**src/rtl/edge_pkg.sv**
```systemverilog
// Shared constants and types for the Sobel edge thresholding path.
package edge_pkg;

  localparam int GRAD_W  = 11;
  localparam int PIX_W   = 8;
  localparam int COORD_W = 6;

  localparam logic [PIX_W-1:0] EDGE_ON  = 8'hFF;
  localparam logic [PIX_W-1:0] EDGE_OFF = 8'h00;

  localparam logic [1:0] ST_IDLE   = 2'd0;
  localparam logic [1:0] ST_ACTIVE = 2'd1;
  localparam logic [1:0] ST_DONE   = 2'd2;

  typedef logic [COORD_W-1:0] coord_t;

  // Per-sample side information that travels with the gradient through S1.
  typedef struct packed {
    logic   hit;
    logic   first;
    logic   last_col;
    logic   last_px;
    coord_t col;
    coord_t row;
  } pix_tag_t;

endpackage

```
**src/rtl/pix_coord_counter.sv**
```systemverilog
// Column/row position of the next accepted sample, wrapping at the frame end.
module pix_coord_counter
  import edge_pkg::*;
#(
  parameter int COLS = 2,
  parameter int ROWS = 2
) (
  input  logic   clk,
  input  logic   rst,
  input  logic   adv,
  output coord_t col,
  output coord_t row,
  output logic   last_col,
  output logic   last_px
);

  assign last_col = (col == COORD_W'(COLS - 1));
  assign last_px  = last_col && (row == COORD_W'(ROWS - 1));

  always_ff @(posedge clk) begin
    if (rst) begin
      col <= '0;
      row <= '0;
    end else if (adv) begin
      if (last_col) begin
        col <= '0;
        row <= last_px ? '0 : row + 1'b1;
      end else begin
        col <= col + 1'b1;
      end
    end
  end

endmodule

```
**src/rtl/edge_threshold.sv**
```systemverilog
// Gradient-to-edge-map stage: threshold compare, 8-bit magnitude, coordinates,
// line/frame pulses and a per-frame edge count. Two-stage pipeline, no stalls.
module edge_threshold #(
  parameter int GRAD_W   = edge_pkg::GRAD_W,
  parameter int OUT_COLS = 2,
  parameter int OUT_ROWS = 2,
  parameter int CNT_W    = 16
) (
  input  logic                         clk,
  input  logic                         rst,
  input  logic [GRAD_W-1:0]            gradient,
  input  logic                         gradient_valid,
  input  logic [GRAD_W-1:0]            threshold,
  output logic [edge_pkg::PIX_W-1:0]   edge_pixel,
  output logic [edge_pkg::PIX_W-1:0]   mag_pixel,
  output logic                         edge_valid,
  output logic [edge_pkg::COORD_W-1:0] out_col,
  output logic [edge_pkg::COORD_W-1:0] out_row,
  output logic                         line_done,
  output logic                         frame_done,
  output logic [CNT_W-1:0]             edge_count
);
  import edge_pkg::*;

  localparam int STAGES = 2;
  localparam logic [GRAD_W-1:0] PIX_MAX = GRAD_W'(255);

  logic [1:0]        state, state_nx;
  logic [GRAD_W-1:0] thr_shadow, thr_eff;
  logic              frame_start;
  coord_t            cur_col, cur_row;
  logic              cur_last_col, cur_last_px;

  logic [STAGES:1]   vld_pipe;
  logic [GRAD_W-1:0] s1_grad;
  pix_tag_t          s1_tag;
  logic              s2_last;
  logic [CNT_W-1:0]  run_cnt;

  pix_coord_counter #(
    .COLS(OUT_COLS),
    .ROWS(OUT_ROWS)
  ) u_coord (
    .clk      (clk),
    .rst      (rst),
    .adv      (gradient_valid),
    .col      (cur_col),
    .row      (cur_row),
    .last_col (cur_last_col),
    .last_px  (cur_last_px)
  );

  // Any sample outside ACTIVE opens a new frame, including one landing in DONE;
  // its own compare must already see the freshly sampled threshold.
  assign frame_start = gradient_valid && (state != ST_ACTIVE);
  assign thr_eff     = frame_start ? threshold : thr_shadow;

  always_comb begin
    state_nx = state;
    case (state)
      ST_ACTIVE: if (gradient_valid && cur_last_px) state_nx = ST_DONE;
      ST_IDLE, ST_DONE: begin
        if (gradient_valid) state_nx = cur_last_px ? ST_DONE : ST_ACTIVE;
        else                state_nx = ST_IDLE;
      end
      default: state_nx = ST_IDLE;
    endcase
  end

  // S1: capture sample, compare result and position.
  always_ff @(posedge clk) begin
    if (rst) begin
      state       <= ST_IDLE;
      thr_shadow  <= '0;
      vld_pipe[1] <= 1'b0;
      s1_grad     <= '0;
      s1_tag      <= '0;
    end else begin
      state       <= state_nx;
      vld_pipe[1] <= gradient_valid;
      if (frame_start) thr_shadow <= threshold;
      if (gradient_valid) begin
        s1_grad         <= gradient;
        s1_tag.hit      <= (gradient >= thr_eff);
        s1_tag.first    <= frame_start;
        s1_tag.last_col <= cur_last_col;
        s1_tag.last_px  <= cur_last_px;
        s1_tag.col      <= cur_col;
        s1_tag.row      <= cur_row;
      end
    end
  end

  // S2: output registers, running count, frame wrap-up one cycle later.
  always_ff @(posedge clk) begin
    if (rst) begin
      vld_pipe[2] <= 1'b0;
      edge_pixel  <= '0;
      mag_pixel   <= '0;
      out_col     <= '0;
      out_row     <= '0;
      line_done   <= 1'b0;
      s2_last     <= 1'b0;
      frame_done  <= 1'b0;
      run_cnt     <= '0;
      edge_count  <= '0;
    end else begin
      vld_pipe[2] <= vld_pipe[1];
      line_done   <= vld_pipe[1] && s1_tag.last_col;
      s2_last     <= vld_pipe[1] && s1_tag.last_px;
      frame_done  <= s2_last;
      if (vld_pipe[1]) begin
        edge_pixel <= s1_tag.hit ? EDGE_ON : EDGE_OFF;
        mag_pixel  <= (s1_grad > PIX_MAX) ? EDGE_ON : s1_grad[PIX_W-1:0];
        out_col    <= s1_tag.col;
        out_row    <= s1_tag.row;
        // The first pixel restarts the count, so a new frame can overlap the
        // previous frame's wrap-up without disturbing its result.
        if (s1_tag.first)
          run_cnt <= s1_tag.hit ? CNT_W'(1) : '0;
        else if (s1_tag.hit && (run_cnt != '1))
          run_cnt <= run_cnt + 1'b1;
      end
      if (s2_last) edge_count <= run_cnt;
    end
  end

  assign edge_valid = vld_pipe[STAGES];

endmodule

```
**config.mk**
```make
export PLATFORM = sky130hd
export DESIGN_NAME = edge_threshold
export DESIGN_NICKNAME = d
export VERILOG_FILES = /design/src/rtl/edge_pkg.sv /design/src/rtl/pix_coord_counter.sv /design/src/rtl/edge_threshold.sv
export SDC_FILE = /design/constraint.sdc
export NUM_CORES = 1
export LEC_CHECK = 0
export CAP_MARGIN = 0
export CORE_MARGIN = 2
export CORE_UTILIZATION = 40
export CTS_BUF_LIST = sky130_fd_sc_hd__clkbuf_4
export CTS_CLUSTER_DIAMETER = 60
export DETAILED_ROUTE_END_ITERATION = 10
export DONT_BUFFER_PORTS = 1
export SLEW_MARGIN = 10
export SYNTH_ARGS = -nofsm -noshare
export SYNTH_HDL_FRONTEND = slang
export SYNTH_HIERARCHICAL = 1
export SYNTH_SLANG_ARGS = --single-unit
```
**constraint.sdc**
```tcl
create_clock -name clk -period 7.2 [get_ports clk]
set_input_delay 0.72 -clock clk [delete_from_list [all_inputs] [get_ports clk]]
set_output_delay 0.72 -clock clk [all_outputs]
set_load 0.02 [all_outputs]
```
==> Word-level counts from Yosys, hierarchy flattened <==
Cells that the tools add are included.
{ "classes": {"reduce_logical": 11, "mux": 12, "n_addsub": 3, "magnitude_cmp": 2, "n_eq_ne": 7} }
{ "ops": {"columns": ["cell", "count"], "rows": [
  ["16-bit two-way mux", 2],
  ["16-bit by 1-bit adder with 16-bit output, second input constant", 1],
  ["8-bit two-way mux", 2],
  ["16-bit != test, second input constant", 1],
  ["6-bit by 1-bit adder with 6-bit output, second input constant", 2],
  ["6-bit by 1-bit == test with 1-bit output, second input constant", 2],
  ["6-bit two-way mux", 2],
  ["11-bit >= comparator", 1],
  ["11-bit by 8-bit greater-than comparator with 1-bit output, second input constant", 1],
  ["11-bit two-way mux", 1],
  ["1-bit logical AND", 6],
  ["2-bit two-way mux", 3],
  ["2-bit case mux with 2 select lines", 1],
  ["2-bit AND reduction", 2],
  ["2-bit by 1-bit == test with 1-bit output, second input constant", 1],
  ["2-bit == test, second input constant", 1],
  ["2-bit zero test", 1],
  ["2-bit by 1-bit != test with 1-bit output, second input constant", 1],
  ["2-bit != test, second input constant", 1],
  ["2-bit nonzero test", 1],
  ["2-bit OR reduction", 1],
  ["1-bit two-way mux", 1]
]} }
{ "word_totals": {"input_bits": 25, "wordCells": 57, "reg_bits": 117} }

==> Depth between registers and ports, before layout <==
Gate-level depths: netlist of run 1.
{ "logic_depth": {"depth_word": 5, "ltp_mapped": 10, "ltp_nobuf": 9} }

==> Hierarchy <==
The synthesis of run 1 kept the hierarchy.
{ "by_module_without_submodules": {"columns": ["module", "seq_area_each_um2", "area_each_um2", "cells_per_inst", "n_inst"], "rows": [
  ["edge_threshold", 1961.9, 3983.8, 419, 1],
  ["pix_coord_counter", 240.2, 641.9, 68, 1]
]} }

==> Worst setup path before layout of run 1 <==
No wires, ideal clock.
{ "synth_timing": {"path_kind": "input to register", "from": "input port gradient_valid", "to": "register s1_tag[15] in the netlist's numbering", "required_time_ns": 7.084, "arrival_time_ns": 2.449, "cell_stages": 9, "setup_time_ns": 0.116, "path_buffers": 1, "slack_ns": 4.635, "path_cell_list": "o21ai_1 clkbuf_1 mux2i_1 ha_1 a21oi_1 o21ai_0 a21oi_1 o21ai_0 a31o_2"} }
{ "synth_via": {"elab_chain_cells": 3} }
{ "synth_rtl": {"columns": ["element", "line", "rtl"], "rows": [
  ["start, declared", "edge_threshold.sv:12", "input logic gradient_valid,"],
  ["1-bit logical AND", "edge_threshold.sv:55", "assign frame_start = gradient_valid && (state != ST_ACTIVE);"],
  ["11-bit two-way mux", null, null],
  ["11-bit >= comparator", "edge_threshold.sv:84", "s1_tag.hit <= (gradient >= thr_eff);"],
  ["end, declared", "edge_threshold.sv:36", "pix_tag_t s1_tag;"]
]} }
Several ways; a longest one is shown, not always the timed one.
A chain may end at the register's enable or synchronous reset.

==> Worst setup path in the final report of run 1 <==
{ "layout_timing": {"from": "register run_cnt[0]", "to": "register run_cnt[12]"} }
{ "layout_via": {"elab_chain_cells": 4} }
{ "layout_rtl": {"columns": ["element", "line", "rtl"], "rows": [
  ["start, declared", "edge_threshold.sv:38", "logic [CNT_W-1:0] run_cnt;"],
  ["start signal, assigned", "edge_threshold.sv:120", "run_cnt <= s1_tag.hit ? CNT_W'(1) : '0;"],
  ["start signal, assigned", "edge_threshold.sv:122", "run_cnt <= run_cnt + 1'b1;"],
  ["branches (longest 4 deep; another with 16-bit by 1-bit adder with 16-bit output)", null, null]
]} }
Parallel ways; which one is timed is not known. The select of a mux whose other input is x is not followed.

==> run summary, run 1 <==
Derived from the worst setup path, the maximum achievable clock frequency is 454 MHz. The largest single stage delay on the critical path is 490 ps. In the post-synthesis netlist, the biggest area contributors are sky130_fd_sc_hd__dfxtp_1, sky130_fd_sc_hd__mux2i_1, sky130_fd_sc_hd__nor2_1. The synthesized design devotes to its leading area cell type 47.6% of total area. Number of flip-flops and latches in the synthesized netlist: 110. Entering global routing, the biggest net connects 95 pins.

The final net count was 509; the number of I/O port buffers was 0. Power spread over the standard cell area amounts to 213 nW/um2. After legalization and detailed placement, the total HPWL measured 6090 um. After layout, the worst setup slack is 5000 ps.

Synthesis produced a netlist with a net count of 528. The area growth from synthesis to layout was 3.22%; the routed length on met2 was 4250 um. The uppermost metal layer occupied by signal nets is met4.

The top cell type by total area after synthesis is sky130_fd_sc_hd__dfxtp_1. Pin placement for this block handled 72 I/O pins. The tools report the setup fix buffers added after clock tree synthesis as 0.

Hold repair after CTS inserted 0 buffers. The tools report the library cell used as clock root buffer as sky130_fd_sc_hd__clkbuf_4. The y dimension of the die is 112 um, and the clock period minus worst slack is 2200 ps. Traced cell by cell, the critical path runs through ha_1, nand3_1, nor3_2, a21o_1, o41ai_1, a31o_2.

The run gives 0.856 as the routability congestion estimate. The critical path is of the reg2reg type. The combined global-route utilization of all metal layers was 15.3%.

The initial antenna violation count came out at 0. The mapped netlist covers 4630 um2. For this run, asynchronously set or reset flops after synthesis account for 0%. In the detailed route, the total length drawn on met3 is 319 um. The most common cell after layout, fill and taps aside was sky130_fd_sc_hd__dfxtp_1. Die width: 112 um. For the clock network power share, the log shows 29.4%. Setup repair after global routing left no endpoint under its margin. The first TritonRoute pass finished after 4 iterations. The tightest min-delay check is of the in2reg type. The synthesized design contains 0 enable-type register cells. The cell area after placement is 4650 um2. The core outline area is 11,400 um2, and the leakage component of the power is 0.00186 uW. The average instance area after synthesis was 9.50 um2; the arrival time of data at the critical path endpoint was 2560 ps.

The kind of cell adding the most delay to the critical path was compound AO/OA/AOI/OAI gates. The sequential fraction of the synthesis area is 47.6%, and the fraction of power spent switching nets is 24.6%. IR analysis of the VDD net gives a maximum drop of 0.0000858 V.

The number of buffers and inverters on the critical path was 0. The worst setup timing slack at the placement stage is 4750 ps, and the number of routed nets with antenna violations is 0. The dominant synthesized flop cell was sky130_fd_sc_hd__dfxtp_1. 0 antenna diodes ended up in the layout. After detailed routing, the number of remaining DRC violations is 0. The final number of max-transition violations came out at 0. The overall power of the completed layout is 1010 uW, and the DRC violation total after the first TritonRoute iteration is 162. Fraction of layout instances using a drive strength above 1: 6.58%. TritonCTS built the clock tree. The tools report the final count of negative-setup-slack endpoints as 0. The number of synthesis warnings is 6, and the number of different library cells in the post-synthesis netlist is 53.

Row generation in the floorplan step produced 39 rows. The initial core utilization is 40.7%, and the routed length per instance is 14.8 um. In the final routing, the length of wire on met1 measures 4320 um. Total number of H-tree levels: 3.

For the post-route setup TNS, the log shows 0 ps. The later pin in the worst-skew pair is clocked with a latency of 460 ps. The internal power of the cells totals 765 uW. Across all layers, the routed design uses 3,248 vias. STA classifies the critical path endpoint as a register. The clock passes through at most 2 buffers.

The final hold violation count is 0, and the average vias per placed instance is 5.29. In the layout the commonest cells are sky130_fd_sc_hd__dfxtp_1, sky130_fd_sc_hd__nor2_1, sky130_fd_sc_hd__mux2i_1, sky130_fd_sc_hd__nand2_1, sky130_fd_sc_hd__a21oi_1. On the critical path, the stage with the largest delay is an instance of sky130_fd_sc_hd__dfxtp_1. The flow ran to the end, and the final reports show no timing, DRC or antenna violations. At the pin with the least slew margin, the transition time is 980 ps.

Of all nets on the critical path, the largest fanout is 14. Per report_power, the sequential group accounts for 63.6% of the total. The die covers 12,400 um2. At the worst endpoint, the required time is 7560 ps. The post-cts sizing count was 0; the number of buffers inserted during clock tree synthesis was 9.

The final worst clock skew was 15.1 ps. The global-route wire length before repair is 15,800 um. The startpoint class of the critical path was a register.

Final design instance area without fill: 4770 um2. Per report_power, the combinational group accounts for 7.0% of the total. Summed over all nets, the switching power comes to 250 uW. Synthesis handed over a netlist of 487 instances. The number of global-route vias before repair is 3,215, and the post-route fraction of the period consumed by the critical path is 30.6%.

Summed over all layers, the global routing overflow is 0. The run gives 110 as the total clock sinks. The tightest slew margin relative to the limit was 34.6%; the clock slew seen by the registers of the worst setup and hold paths was 160 ps. The final layout contains routed wiring with a total length of 9080 um. The tool flagged a number of max-cap violations equal to 0.
-- power groups by stage --
| stage | clock, uW | sequential [uW] | combinational [uW] |
|---|---|---|---|
| 4_1_cts | 312 | 646 | 71.8 |
| 3_3_place_gp | 0 | 659 | 68.4 |
| 3_5_place_dp | 0 | 660 | 71.2 |
| 6_report | 298 | 646 | 71.0 |
| 5_1_grt | 332 | 649 | 82.1 |
| 2_1_floorplan | 0 | 653 | 74.3 |
-- metal layers --
| metal | global-route usage (%) | vias to the layer above |
|---|---|---|
| met5 | 0 | - |
| met4 | 6.42 | 0 |
| met3 | 3.05 | 15 |
| met2 | 25.4 | 59 |
| met1 | 19.5 | 1533 |
| li1 | - | 1641 |
-- kinds of logic after synthesis --
kind of cell | after synthesis | synth area share (%)
and+or+nand+nor | 193 | 20.5
muxes | 63 | 13.7
buffers and inverters | 41 | 4.44
adders and majority gates | 16 | 4.33
AOI/OAI and AO/OA | 55 | 7.79
xor gates and xnor gates | 9 | 1.70
DFF | 110 | 47.6
-- final timing paths --
check / from / endpoint / slack (ps) / cells past startpoint
setup / recovery: run_cnt[0]$_SDFFE_PP0P_ / run_cnt[12]$_SDFFE_PP0P_ / 5000 / 6
hold / removal: rst / s1_tag[4]$_SDFFE_PP0P_ / 310 / 1
setup reg to reg: run_cnt[0]$_SDFFE_PP0P_ / run_cnt[12]$_SDFFE_PP0P_ / 5000 / 6
hold reg to reg: s1_tag[12]$_SDFFE_PP0P_ / s2_last$_SDFF_PP0_ / 470 / 1
-- per-stage QoR --
step	utilization, %	cells	hold slack, ps
finish	42.0	614	311
global route	42.0	614	269
CTS	42.0	614	287
detailed placement	40.9	600	443
global placement	40.9	600	440
floorplan	-	487	429
-- flip-flops by register name, summed over array words and instances (netlist names), 2 cells and up --
register and count:
u_coord/row 6, s1_tag 16, run_cnt 16, out_row 6
out_col 6, edge_count 16, mag_pixel 8, s1_grad 11
thr_shadow 11, u_coord/col 6, state 2
-- final cells by class --
cell class,instances,area [um2]
inverter,9,33.8
tap,143,179
fill,1113,6600
multi-input combinational,336,2220
sequential,110,2200
timing repair buffer,2,15.0
clock buffer,10,75.1
clock inverter,4,50.0
-- synth_stat cells (all sizes together) (2+ instances only) --
cell     instances
a211oi           5
a21o             8
a21oi           19
a2bb2oi          2
a31o             2
a31oi            2
and2             3
and3             4
buf             16
clkbuf          16
dfxtp          110
ha              16
inv              9
mux2i           62
nand2           22
nand2b           6
nand3           17
nand4            5
nor2            92
nor2b            7
nor3            19
nor4             3
o21ai            9
o311ai           2
o31ai            2
or2              3
or4              5
or4b             3
xnor2            6
xor2             3
No activity file was read; power rests on OpenSTA's default activity.
==> inputs of run 2 (changes only) <==
==> constraint.sdc (replaced) <==
create_clock -name clk -period 2.12 [get_ports clk]
set_input_delay 0.212 -clock clk [delete_from_list [all_inputs] [get_ports clk]]
set_output_delay 0.212 -clock clk [all_outputs]
set_load 0.02 [all_outputs]
==> run summary, run 2 (same netlist as run 1, synthesis figures left out) <==
The flow ran to the end, and the final reports show no timing, DRC or antenna violations. The highest net fanout along the worst path works out to 8 (-6). The hold path endpoint was u_coord/col[4]$_SDFFE_PP0P_. For the final worst clock skew, the log shows 20.6 ps (+5.43 ps).

In the layout the commonest cells are sky130_fd_sc_hd__dfxtp_1, sky130_fd_sc_hd__nor2_1, sky130_fd_sc_hd__mux2i_1, sky130_fd_sc_hd__dlygate4sd3_1, sky130_fd_sc_hd__nand2_1. The number of max-capacitance violations reported came out at 0 (unchanged). The power density over cell area was 705 nW/um2 (+230%); the overall power of the completed layout was 3740 uW (+270%). The fraction of layout instances using a drive strength above 1 is 11.7% (+5.1 points), and the peak supply drop is 0.000351 V (+310%). The run gives 0 (unchanged) as the final count of negative-setup-slack endpoints. The final net count is 551 (+8.3%). The cell total after placement was 613 (+2.2%). Leaving out fill and tap cells, the most frequent cell in the layout is sky130_fd_sc_hd__dfxtp_1. The tools report the critical register-to-register path endpoint as s1_tag[15]$_SDFFE_PP0P_. The clock period minus worst slack is 2000 ps (-207 ps).

The y dimension of the die came out at 112 um (unchanged). The logs give 2510 ps (-5050 ps) for the required time at the worst-slack endpoint and 6290 um (+3.2%) for the half-perimeter wire length after detailed placement. The arrival time of data at the critical path endpoint was 2390 ps (-170 ps); the residual overflow from global routing was 0 (unchanged). The count of standard-cell rows was 39 (unchanged). The startpoint identified for the worst register-to-register timing path is state[0]$_SDFFE_PP0P_. The tools report the flop-to-flop setup slack as 120 ps (-4870 ps). The die area is 12,400 um2 (unchanged), and the routability congestion estimate is 0.829 (-3.2%). The pin slew with the least headroom to its limit came out at 547 ps (-433 ps). Number of buffers inserted during clock tree synthesis: 9 (unchanged).

The critical setup path kind is reg2reg. The die width came out at 112 um (unchanged). From synthesis to final layout, the design area changed by 14.6%. The number of global-route vias before repair is 3,363 (+4.6%), and the number of design rule violations left after detail routing is 0 (unchanged).

The worst reg-to-reg path cell count was 10 (+4); the count of non-filler cells in the finished layout was 658 (+7.2%). The clock slew seen by the registers of the worst setup and hold paths was 160 ps (about the same); the count of vias placed by the detailed router was 3,411 (+5.0%). The final hold violation count is 0 (unchanged), and the top achievable clock speed is 501 MHz (+10%). STA classifies the critical path endpoint as a register. The tools report the combined global-route utilization of all metal layers as 16.1% (+0.75 points).

Total wire length after detailed routing: 9750 um (+7.3%). For the worst hold-check slack, the log shows 37.4 ps (-274 ps). TritonCTS built the clock tree. The run gives 63.5% (+29 points) as the tightest slew margin relative to the limit.

Total inserted antenna cells: 0 (unchanged). The post-route fraction of the period consumed by the critical path is 94.1% (+64 points). The worst setup path is launched from a register. The cell area after placement came out at 4760 um2 (+2.4%).

The tools report the initial core utilization as 40.7% (unchanged). The tools report the maximum number of pins on one net before global-route repair as 92 (-3.2%). The global-route wire length before repair was 16,300 um (+3.7%); the leakage component of the power was 0.00210 uW (+12%). The total clock sinks was 110 (unchanged).

For the later-pin clock latency in the skew report, the log shows 480 ps (+20 ps). The DRC violation total after the first TritonRoute iteration was 114 (-30%). The largest registers in the layout are edge_count x16, run_cnt x16, s1_tag x16.

The count of boundary I/O pins came out at 72 (unchanged). The maximum number of buffers from clock root to sink was 2 (unchanged); the hold-critical path depth was 3 (+2). The routed length per instance came out at 14.8 um (+0.17%).

The average vias per placed instance is 5.18 (-2.0%). In this run the most critical hold path is launched from gradient_valid. The final number of max-transition violations was 0 (unchanged); the number of I/O port buffers was 0 (unchanged). Library cell used as clock root buffer: sky130_fd_sc_hd__clkbuf_4. The tools report the number of routed nets with antenna violations as 0 (unchanged). The logs give 0 (unchanged) for the initial antenna violation count and 4 (unchanged) for the first-pass detailed-route iteration total.

The min-delay analysis places its worst path in the category in2reg. The run gives 11,400 um2 (unchanged) as the core outline area. The total number of H-tree levels came out at 3 (unchanged).

The final design instance area without fill is 5300 um2 (+11%).
-- run 2: cell count changes in the layout (fill, tap and decap cells not counted), sizes merged --
| cell | previous run | this run |
|---|---|---|
| clkinv | 1 | 3 |
| clkinvlp | 2 | 1 |
| buf | 2 | 20 |
| dlygate4sd3 | 0 | 24 |
| bufinv | 1 | 2 |
-- run 2: layout make-up --
class | count | area (um2)
clock buffers | 10 | 75.1
clock inverters | 6 | 86.3
fillers | 1082 | 6070
inverters | 9 | 33.8
multi-input cells | 336 | 2280
flip-flops and latches | 110 | 2200
well taps | 143 | 179
repair buffers | 44 | 439
-- run 2: through the flow --
| stage | setup TNS, ps | setup WS (ps) | utilization (%) |
|---|---|---|---|
| 6_report | 0 | 124 | 46.6 |
| 5_1_grt | -0.338 | -0.338 | 46.6 |
| 4_1_cts | 0 | 6.21 | 45.8 |
| 3_5_place_dp | 0 | 38.5 | 41.9 |
| 3_3_place_gp | 0 | 69.7 | 41.9 |
| 2_1_floorplan | 0 | 49.0 | - |
-- run 2: worst max-delay path, stage by stage (launching register included) --
cell and delay, ps:
sky130_fd_sc_hd__dfxtp_2 350, sky130_fd_sc_hd__inv_1 40, sky130_fd_sc_hd__o21ai_2 160, sky130_fd_sc_hd__buf_6 150, sky130_fd_sc_hd__buf_12 140, sky130_fd_sc_hd__mux2i_4 260, sky130_fd_sc_hd__ha_4 230, sky130_fd_sc_hd__a21o_1 170
sky130_fd_sc_hd__a21oi_1 130, sky130_fd_sc_hd__o21ai_1 80, sky130_fd_sc_hd__a31o_2 220
-- run 2: how the worst max path moves through the flow --
stage | from | to | cells past startpoint
6_report | state[0]$_SDFFE_PP0P_ | s1_tag[15]$_SDFFE_PP0P_ | 10
5_1_grt | state[0]$_SDFFE_PP0P_ | s1_tag[15]$_SDFFE_PP0P_ | 10
4_1_cts | state[0]$_SDFFE_PP0P_ | s1_tag[15]$_SDFFE_PP0P_ | 10
3_5_place_dp | state[0]$_SDFFE_PP0P_ | s1_tag[15]$_SDFFE_PP0P_ | 10
3_3_place_gp | state[0]$_SDFFE_PP0P_ | s1_tag[15]$_SDFFE_PP0P_ | 10
2_1_floorplan | state[0]$_SDFFE_PP0P_ | s1_tag[15]$_SDFFE_PP0P_ | 10
-- run 2: report_power, final --
group | internal [uW] | switching [uW] | leakage [uW]
Sequential | 2130 | 56.8 | 0.000894
Clock | 490 | 680 | 0.0000864
Combinational | 183 | 199 | 0.00111
Total | 2800 | 937 | 0.00210
-- run 2: metal layers --
metal	part of all wire, %	vias to the layer above	GRT usage (%)	wire length [um]
met5	0	-	0	0
li1	-	1730	-	-
met3	3.9	13	3.43	376
met2	49	49	27.0	4750
met4	1.7	0	6.01	167
met1	46	1619	20.3	4460
-- run 2: what timing repair did --
item / 4_1_cts / 5_1_grt
buffers inserted: 0 / 3
endpoints found under the hold margin: 99 / 0
hold buffers: 26 / 0
setup endpoints to repair: 0 / 2
resized for setup: 0 / 15
==> inputs of run 3 (changes only) <==
--- a/config.mk
+++ b/config.mk
@@ -10,6 +10,7 @@
 export CORE_UTILIZATION = 40
 export CTS_BUF_LIST = sky130_fd_sc_hd__clkbuf_4
 export CTS_CLUSTER_DIAMETER = 60
+export CTS_CLUSTER_SIZE = 20
 export DETAILED_ROUTE_END_ITERATION = 10
 export DONT_BUFFER_PORTS = 1
 export SLEW_MARGIN = 10
@@ -17,3 +18,4 @@
 export SYNTH_HDL_FRONTEND = slang
 export SYNTH_HIERARCHICAL = 1
 export SYNTH_SLANG_ARGS = --single-unit
+export TNS_END_PERCENT = 20
==> results of run 3 <==
The final DEF is identical to that of run 2; final timing and power are the same.
